File: src/rtl/decode_ctrl_queue.sv
// Front-end decode stage: decodes opcode/funct3 into a control bundle, tags it
// with the ROB tag and buffers it in a DEPTH-entry valid/ready FIFO with flush.
module decode_ctrl_queue #(
  parameter int TAG_W         = 6,
  parameter int DEPTH         = 4,
  parameter bit ENABLE_BRANCH = 1'b1,
  parameter int CNT_W         = 8
) (
  input  logic             clk,
  input  logic             rst,
  input  logic             flush,
  input  logic             in_valid,
  output logic             in_ready,
  input  logic [6:0]       in_opcode,
  input  logic [2:0]       in_funct3,
  input  logic [TAG_W-1:0] in_tag,
  output logic             out_valid,
  input  logic             out_ready,
  output logic [TAG_W-1:0] out_tag,
  output logic             out_mem_read,
  output logic             out_mem_to_reg,
  output logic             out_mem_write,
  output logic             out_alu_src,
  output logic             out_reg_write,
  output logic             out_load_upper,
  output logic             out_branch,
  output logic             out_jump,
  output logic             out_illegal,
  output logic [1:0]       out_alu_op,
  output logic [1:0]       out_mem_size,
  output logic [CNT_W-1:0] illegal_count
);

  localparam int PTR_W = $clog2(DEPTH);
  localparam logic [PTR_W:0] FULL_CNT = (PTR_W + 1)'(DEPTH);

  localparam logic [6:0] OP_R      = 7'b0110011;
  localparam logic [6:0] OP_I      = 7'b0010011;
  localparam logic [6:0] OP_STORE  = 7'b0100011;
  localparam logic [6:0] OP_LOAD   = 7'b0000011;
  localparam logic [6:0] OP_LUI    = 7'b0110111;
  localparam logic [6:0] OP_BRANCH = 7'b1100011;
  localparam logic [6:0] OP_JAL    = 7'b1101111;

  typedef struct packed {
    logic [TAG_W-1:0] tag;
    logic             mem_read;
    logic             mem_to_reg;
    logic             mem_write;
    logic             alu_src;
    logic             reg_write;
    logic             load_upper;
    logic             branch;
    logic             jump;
    logic             illegal;
    logic [1:0]       alu_op;
    logic [1:0]       mem_size;
  } entry_t;

  entry_t           dec;
  entry_t           mem [DEPTH];
  entry_t           head;
  logic [PTR_W-1:0] wr_ptr;
  logic [PTR_W-1:0] rd_ptr;
  logic [PTR_W:0]   count;
  logic             push;
  logic             pop;
  logic             unused_funct3;

  assign unused_funct3 = in_funct3[2];

  always_comb begin
    dec     = '0;
    dec.tag = in_tag;
    unique case (in_opcode)
      OP_R: begin
        dec.alu_op    = 2'b10;
        dec.reg_write = 1'b1;
      end
      OP_I: begin
        dec.alu_op    = 2'b11;
        dec.alu_src   = 1'b1;
        dec.reg_write = 1'b1;
      end
      OP_STORE: begin
        if (in_funct3[1:0] == 2'b11) begin
          dec.illegal = 1'b1;
        end else begin
          dec.mem_write = 1'b1;
          dec.alu_src   = 1'b1;
          dec.mem_size  = in_funct3[1:0];
        end
      end
      OP_LOAD: begin
        if (in_funct3[1:0] == 2'b11) begin
          dec.illegal = 1'b1;
        end else begin
          dec.mem_read   = 1'b1;
          dec.mem_to_reg = 1'b1;
          dec.alu_src    = 1'b1;
          dec.reg_write  = 1'b1;
          dec.mem_size   = in_funct3[1:0];
        end
      end
      OP_LUI: begin
        dec.alu_op     = 2'b01;
        dec.load_upper = 1'b1;
        dec.reg_write  = 1'b1;
      end
      OP_BRANCH: begin
        if (ENABLE_BRANCH) begin
          dec.branch = 1'b1;
          dec.alu_op = 2'b01;
        end else begin
          dec.illegal = 1'b1;
        end
      end
      OP_JAL: begin
        if (ENABLE_BRANCH) begin
          dec.jump      = 1'b1;
          dec.reg_write = 1'b1;
        end else begin
          dec.illegal = 1'b1;
        end
      end
      default: dec.illegal = 1'b1;
    endcase
  end

  // in_ready depends only on occupancy and flush, never on out_ready.
  assign in_ready  = (count != FULL_CNT) && !flush;
  assign out_valid = (count != '0);
  assign push      = in_valid && in_ready;
  assign pop       = out_valid && out_ready && !flush;

  always_ff @(posedge clk) begin
    if (push) mem[wr_ptr] <= dec;
  end

  always_ff @(posedge clk or posedge rst) begin
    if (rst) begin
      wr_ptr <= '0;
      rd_ptr <= '0;
      count  <= '0;
    end else if (flush) begin
      wr_ptr <= '0;
      rd_ptr <= '0;
      count  <= '0;
    end else begin
      if (push) wr_ptr <= wr_ptr + 1'b1;
      if (pop)  rd_ptr <= rd_ptr + 1'b1;
      if (push && !pop)      count <= count + 1'b1;
      else if (pop && !push) count <= count - 1'b1;
    end
  end

  always_ff @(posedge clk or posedge rst) begin
    if (rst) begin
      illegal_count <= '0;
    end else if (push && dec.illegal && (illegal_count != '1)) begin
      illegal_count <= illegal_count + 1'b1;
    end
  end

  // Storage is unreset; masking with out_valid keeps outputs clean.
  assign head = out_valid ? mem[rd_ptr] : '0;

  assign out_tag        = head.tag;
  assign out_mem_read   = head.mem_read;
  assign out_mem_to_reg = head.mem_to_reg;
  assign out_mem_write  = head.mem_write;
  assign out_alu_src    = head.alu_src;
  assign out_reg_write  = head.reg_write;
  assign out_load_upper = head.load_upper;
  assign out_branch     = head.branch;
  assign out_jump       = head.jump;
  assign out_illegal    = head.illegal;
  assign out_alu_op     = head.alu_op;
  assign out_mem_size   = head.mem_size;

endmodule

File: config.mk
export PLATFORM = sky130hd
export DESIGN_NAME = decode_ctrl_queue
export DESIGN_NICKNAME = d
export VERILOG_FILES = /design/src/rtl/decode_ctrl_queue.sv
export SDC_FILE = /design/constraint.sdc
export NUM_CORES = 1
export LEC_CHECK = 0
export ABC_AREA = 1
export CORE_MARGIN = 5
export CORE_UTILIZATION = 47
export CTS_CLUSTER_SIZE = 20
export DETAILED_ROUTE_END_ITERATION = 8
export PLACE_DENSITY = 0.79
export SYNTH_ARGS = -nofsm -noshare
export SYNTH_HDL_FRONTEND = slang
export SYNTH_SLANG_ARGS = --single-unit
File: constraint.sdc
create_clock -name clk -period 1.9 [get_ports clk]
set_input_delay 0.285 -clock clk [delete_from_list [all_inputs] [get_ports clk]]
set_output_delay 0.285 -clock clk [all_outputs]
set_load 0.1 [all_outputs]
---- Yosys cells after proc, flatten, opt, wreduce, memory -nomap -nowiden ----
Memory sizes are Yosys's and may differ from the RTL's.
Cells that the tools add are included.
operators by class
  $add $sub $neg .......................... 5
  equality and inequality tests ........... 10
  mux-type cells .......................... 23
  reduce and logical (&&, ||, !) cells .... 19
operators by type and width
  cell                 count
  $eq 7x6->1 const B   3
  $mux 19              1
  $mux 2               8
  $eq 7x7->1 const B   2
  $mux 3               3
  $add 8x1->8 const B  1
  $logic_and 1x1->1    8
  $ne 8x8->1 const B   1
  $eq 7x2->1 const B   1
  $eq 7x5->1 const B   1
  $mux 1               7
  $pmux 2 s3           1
  $reduce_bool 3->1    2
  $reduce_or 5->1      1
  $add 2x1->2 const B  2
  $pmux 1 s2           2
  $reduce_bool 2->1    2
  $reduce_or 2->1      2
  $reduce_or 4->1      1
  $add 3x1->3 const B  1
  $logic_not 1->1      3
  $ne 3x3->1 const B   1
  $pmux 1 s3           1
  $sub 3x1->3 const B  1
  $eq 2x2->1 const B   1
word-level totals
  bits in registers ....................... 15
  memory bits (writable) .................. 76
  input bits .............................. 21
  logic and storage cells ................. 62
  memories kept ........................... 1
memory list
  memory  depth  width  rd ports  clocked after Yosys merged registers in  wr ports  RTL line  RTL
  mem     4      19     1         0                                        1         61        entry_t mem [DEPTH];

---- Depth between registers and ports, before layout ----
  word-level depth ........................ 8
  mapped depth ............................ 11
  gate-level depth less buffers ........... 11

---- Worst setup path before layout ----
OpenSTA, ideal clock, no wires.
  path type ............................... register to output
  start ................................... register rd_ptr[0]
  end ..................................... output port out_mem_to_reg
  arrival time ............................ 2.941 ns
  data required time ...................... 1.615 ns
  setup slack ............................. -1.326 ns
  stages on the path, launching flop included .. 8
  cells stage by stage .................... dfrtp_1 buf_2 buf_2 nor2_1 nor2_1 o21ai_0 a21oi_1 buf_4
between the ends
  cells in the longest elaborated chain, start to end .. 2
RTL lines
  item                    RTL line  RTL
  start, declared         64        logic [PTR_W-1:0] rd_ptr;
  start signal, assigned  151       if (pop) rd_ptr <= rd_ptr + 1'b1;
  $mem_v2 4x19            -
  $mux 19                 166       assign head = out_valid ? mem[rd_ptr] : '0;
  end, declared           21        output logic out_mem_to_reg,
Every way passes these cells.

---- Final worst setup path ----
  start ................................... register rd_ptr[0]
  end ..................................... output port out_mem_write
between the ends
  cells in the longest elaborated chain, start to end .. 2
RTL lines
  item           RTL line  RTL
  $mem_v2 4x19   -
  $mux 19        166
  end, declared  22        output logic out_mem_write,
Every way passes these cells.

==> metrics.txt <==
Final Cell Area=0.00554 mm²; Antenna Cells=0; Synth Cell Area=0.00391 mm²; via count=2927; DRC=0; worst setup margin=-0.0692 ns; I/O pins=50; fill count=558; switching fraction of total power=47.7%; Reg area=0.00255 mm²; share of cells above drive strength 1=33.0%; Slew headroom=61.1%; outcome=complete, but fails checks; Yosys reg bits=87; Syn. warnings=0; Crit Path Class=reg -> out; Initial DRT Pass Iterations=4; Die Ht=101 µm; clk sink count=87; final setup vio count=18; Slew Limit Fails=0; Slew @ Worst Pin=0.583 ns; Gate Count Post-Synth=372; Main synth FF type=edfxtp_1; sequential fraction of the synthesis area=64.8%; Iter 0 DRT Violations=202; # hold bufs at CTS=0; dpl cells=539; area of the multi-input gates=0.00149 mm²; fin crit period=1.97 ns; final net count=479; WP data required=1.62 ns; Synth cell types=30; final hold vios=0; clock root buffer=clkbuf_8; Power Dens Cells=1620 mW/mm²; Post-Route Skew=0.00712 ns; final cell count without fillers=562; commonest cells after routing, fill and taps aside=nor2_1 (80), edfxtp_1 (72), nand2_1 (41), buf_12 (30), buf_4 (30); DR WL/cell=16.2 µm; antenna viol nets, final=0; H-tree depth=3; vias in the first global route=3136; Die Width=101 µm; gpl congestion=0.836; Layout Area Growth over Synthesis=41.6%; Worst setup startpoint=rd_ptr[0]$_DFFE_PP0P_; static leakage=2.13 nW; register share of total power=26.9%; Worst R2R Start=count[1]$_DFFE_PP0P_; f_max=508 MHz; crit path DAT=1.68 ns; worst hold path class=in -> async; core footprint=0.00818 mm²; GRT Total Usage=19.3%; Num CTS Buffers=9; power share of the clock group=14.2%; Setup crit end kind=output pin; number of max-cap violations=0; cell row count=33; crit-path max FO=13; Placement Setup Slack=-0.151 ns; initial antenna violation count=0; placed inst area=0.00517 mm²; worst vdd ir=1.31 mV; die area=0.0103 mm²; Comb power frac=58.9%; syn_nets=399; Overflow after GRT=0; Post-synth EDFFs=72; via/cell ratio=5.21; Initial Util=47.9%; first-pass GRT wire length=15200 µm; Post-synth ARST share=17.2%; internal power=4.69 mW; # port buffers=48; clk_lat worst skew=0.36 ns; setup repair after global routing missed its margin=yes; Final Cycle Share=104%; TritonCTS clock tree=built; most common cell after layout, fill and taps aside=nor2_1; final WL=9110 µm; clock slew at reported path FFs=0.09 ns; pin count of the biggest net entering global routing=25; crit start category=flop; violated checks=setup timing; clock buffer depth=2; NetSw=4.28 mW; synthesized area per cell=10.5 µm²; Post-DP HPWL=6060 µm
## synth_stat cells (2+ instances only)
master,count,area share [%]
edfxtp_1,72,55
o21ai_1,3,0.38
nand4_1,7,1.1
nor2_2,2,0.32
clkbuf_1,6,0.58
o21ai_0,40,5.1
nand3_1,6,0.77
buf_2,7,0.90
nand2_2,7,1.1
xnor2_1,2,0.45
inv_2,5,0.48
nor2_1,92,8.8
nand2_1,41,3.9
a21oi_1,19,2.4
xor2_1,6,1.3
ha_1,5,1.6
nor3_1,5,0.64
inv_1,21,2.0
dfrtp_1,15,9.6
## sequential cells by signal (all words and copies together) (netlist names)
signal	flops
illegal_count	8
mem	72
wr_ptr	2
rd_ptr	2
count	3
## power groups by stage
| stage | logic [mW] | registers (mW) | clock network, mW |
|---|---|---|---|
| after CTS | 5.24 | 2.41 | 1.29 |
| after global routing | 5.49 | 2.44 | 1.38 |
| after detailed placement | 5.02 | 2.43 | 0 |
| after global placement | 4.95 | 2.42 | 0 |
| after floorplan | 3.00 | 2.72 | 0 |
| final | 5.28 | 2.41 | 1.27 |
## routing by layer
metal,part of all wire [%],vias up,wire length [µm],global-route usage (%)
li1,-,1423,-,-
met1,40,1400,3620,23.0
met2,53,92,4830,34.1
met3,5.2,12,477,3.79
met4,1.9,0,176,8.38
met5,0,-,0,0
## path summary, 6_finish.rpt
| kind | endpoint | depth (start not counted) | slack, ns |
|---|---|---|---|
| worst max-delay path | out_mem_write | 6 | -0.07 |
| worst min-delay path | illegal_count[6]$_DFFE_PP0P_ | 2 | 0.28 |
| worst max register to register | count[2]$_DFFE_PP0P_ | 10 | 0.13 |
| worst min register to register | illegal_count[1]$_DFFE_PP0P_ | 2 | 0.53 |
| max in group asynchronous | illegal_count[4]$_DFFE_PP0P_ | 2 | 1.20 |
| min in group clk | illegal_count[1]$_DFFE_PP0P_ | 2 | 0.53 |
## critical path, stage by stage, from the launching register on
cell and delay (ns):
dfrtp_2 0.47, buf_12 0.17, nor2_1 0.07, nor2_1 0.08, o21ai_1 0.08, a21oi_2 0.25
buf_12 0.21
## metrics by stage
stage          power, mW  hold WS [ns]  setup TNS [ns]  utilization [%]
2_1_floorplan       5.72         0.186           -8.76                -
3_3_place_gp        7.37         0.502         -0.0701             63.3
3_5_place_dp        7.45         0.514          -0.878             63.3
4_1_cts             8.94         0.284          -0.980             67.3
5_1_grt             9.31         0.335           -1.92             67.8
6_report            8.97         0.280          -0.557             67.8
## area by class of cell
cell class,count,share of cell area (%)
clock inverter,7,1.29
multi-input combinational,244,26.8
tap,105,2.37
clock buffer,9,2.24
inverter,26,1.76
sequential,87,45.9
timing repair buffer,84,19.6
## logic make-up (layout without fill, tap and decap cells)
logic type	count (synthesis)	after routing	synth area share [%]
AND/OR/NAND/NOR	165	165	18.4
flip-flops	87	87	64.8
AO/OA/AOI/OAI	65	65	8.57
buffers and inverters	41	126	4.25
XOR/XNOR	8	8	1.79
adder cells (fa/ha/maj)	6	6	2.11
## timing repair
action	4_1_cts	5_1_grt
endpoints found under the setup margin	19	21
pin swaps	7	8
resized for setup	51	16
buffers inserted	3	4
cloned	1	0
No activity file was read; power rests on OpenSTA's default activity.
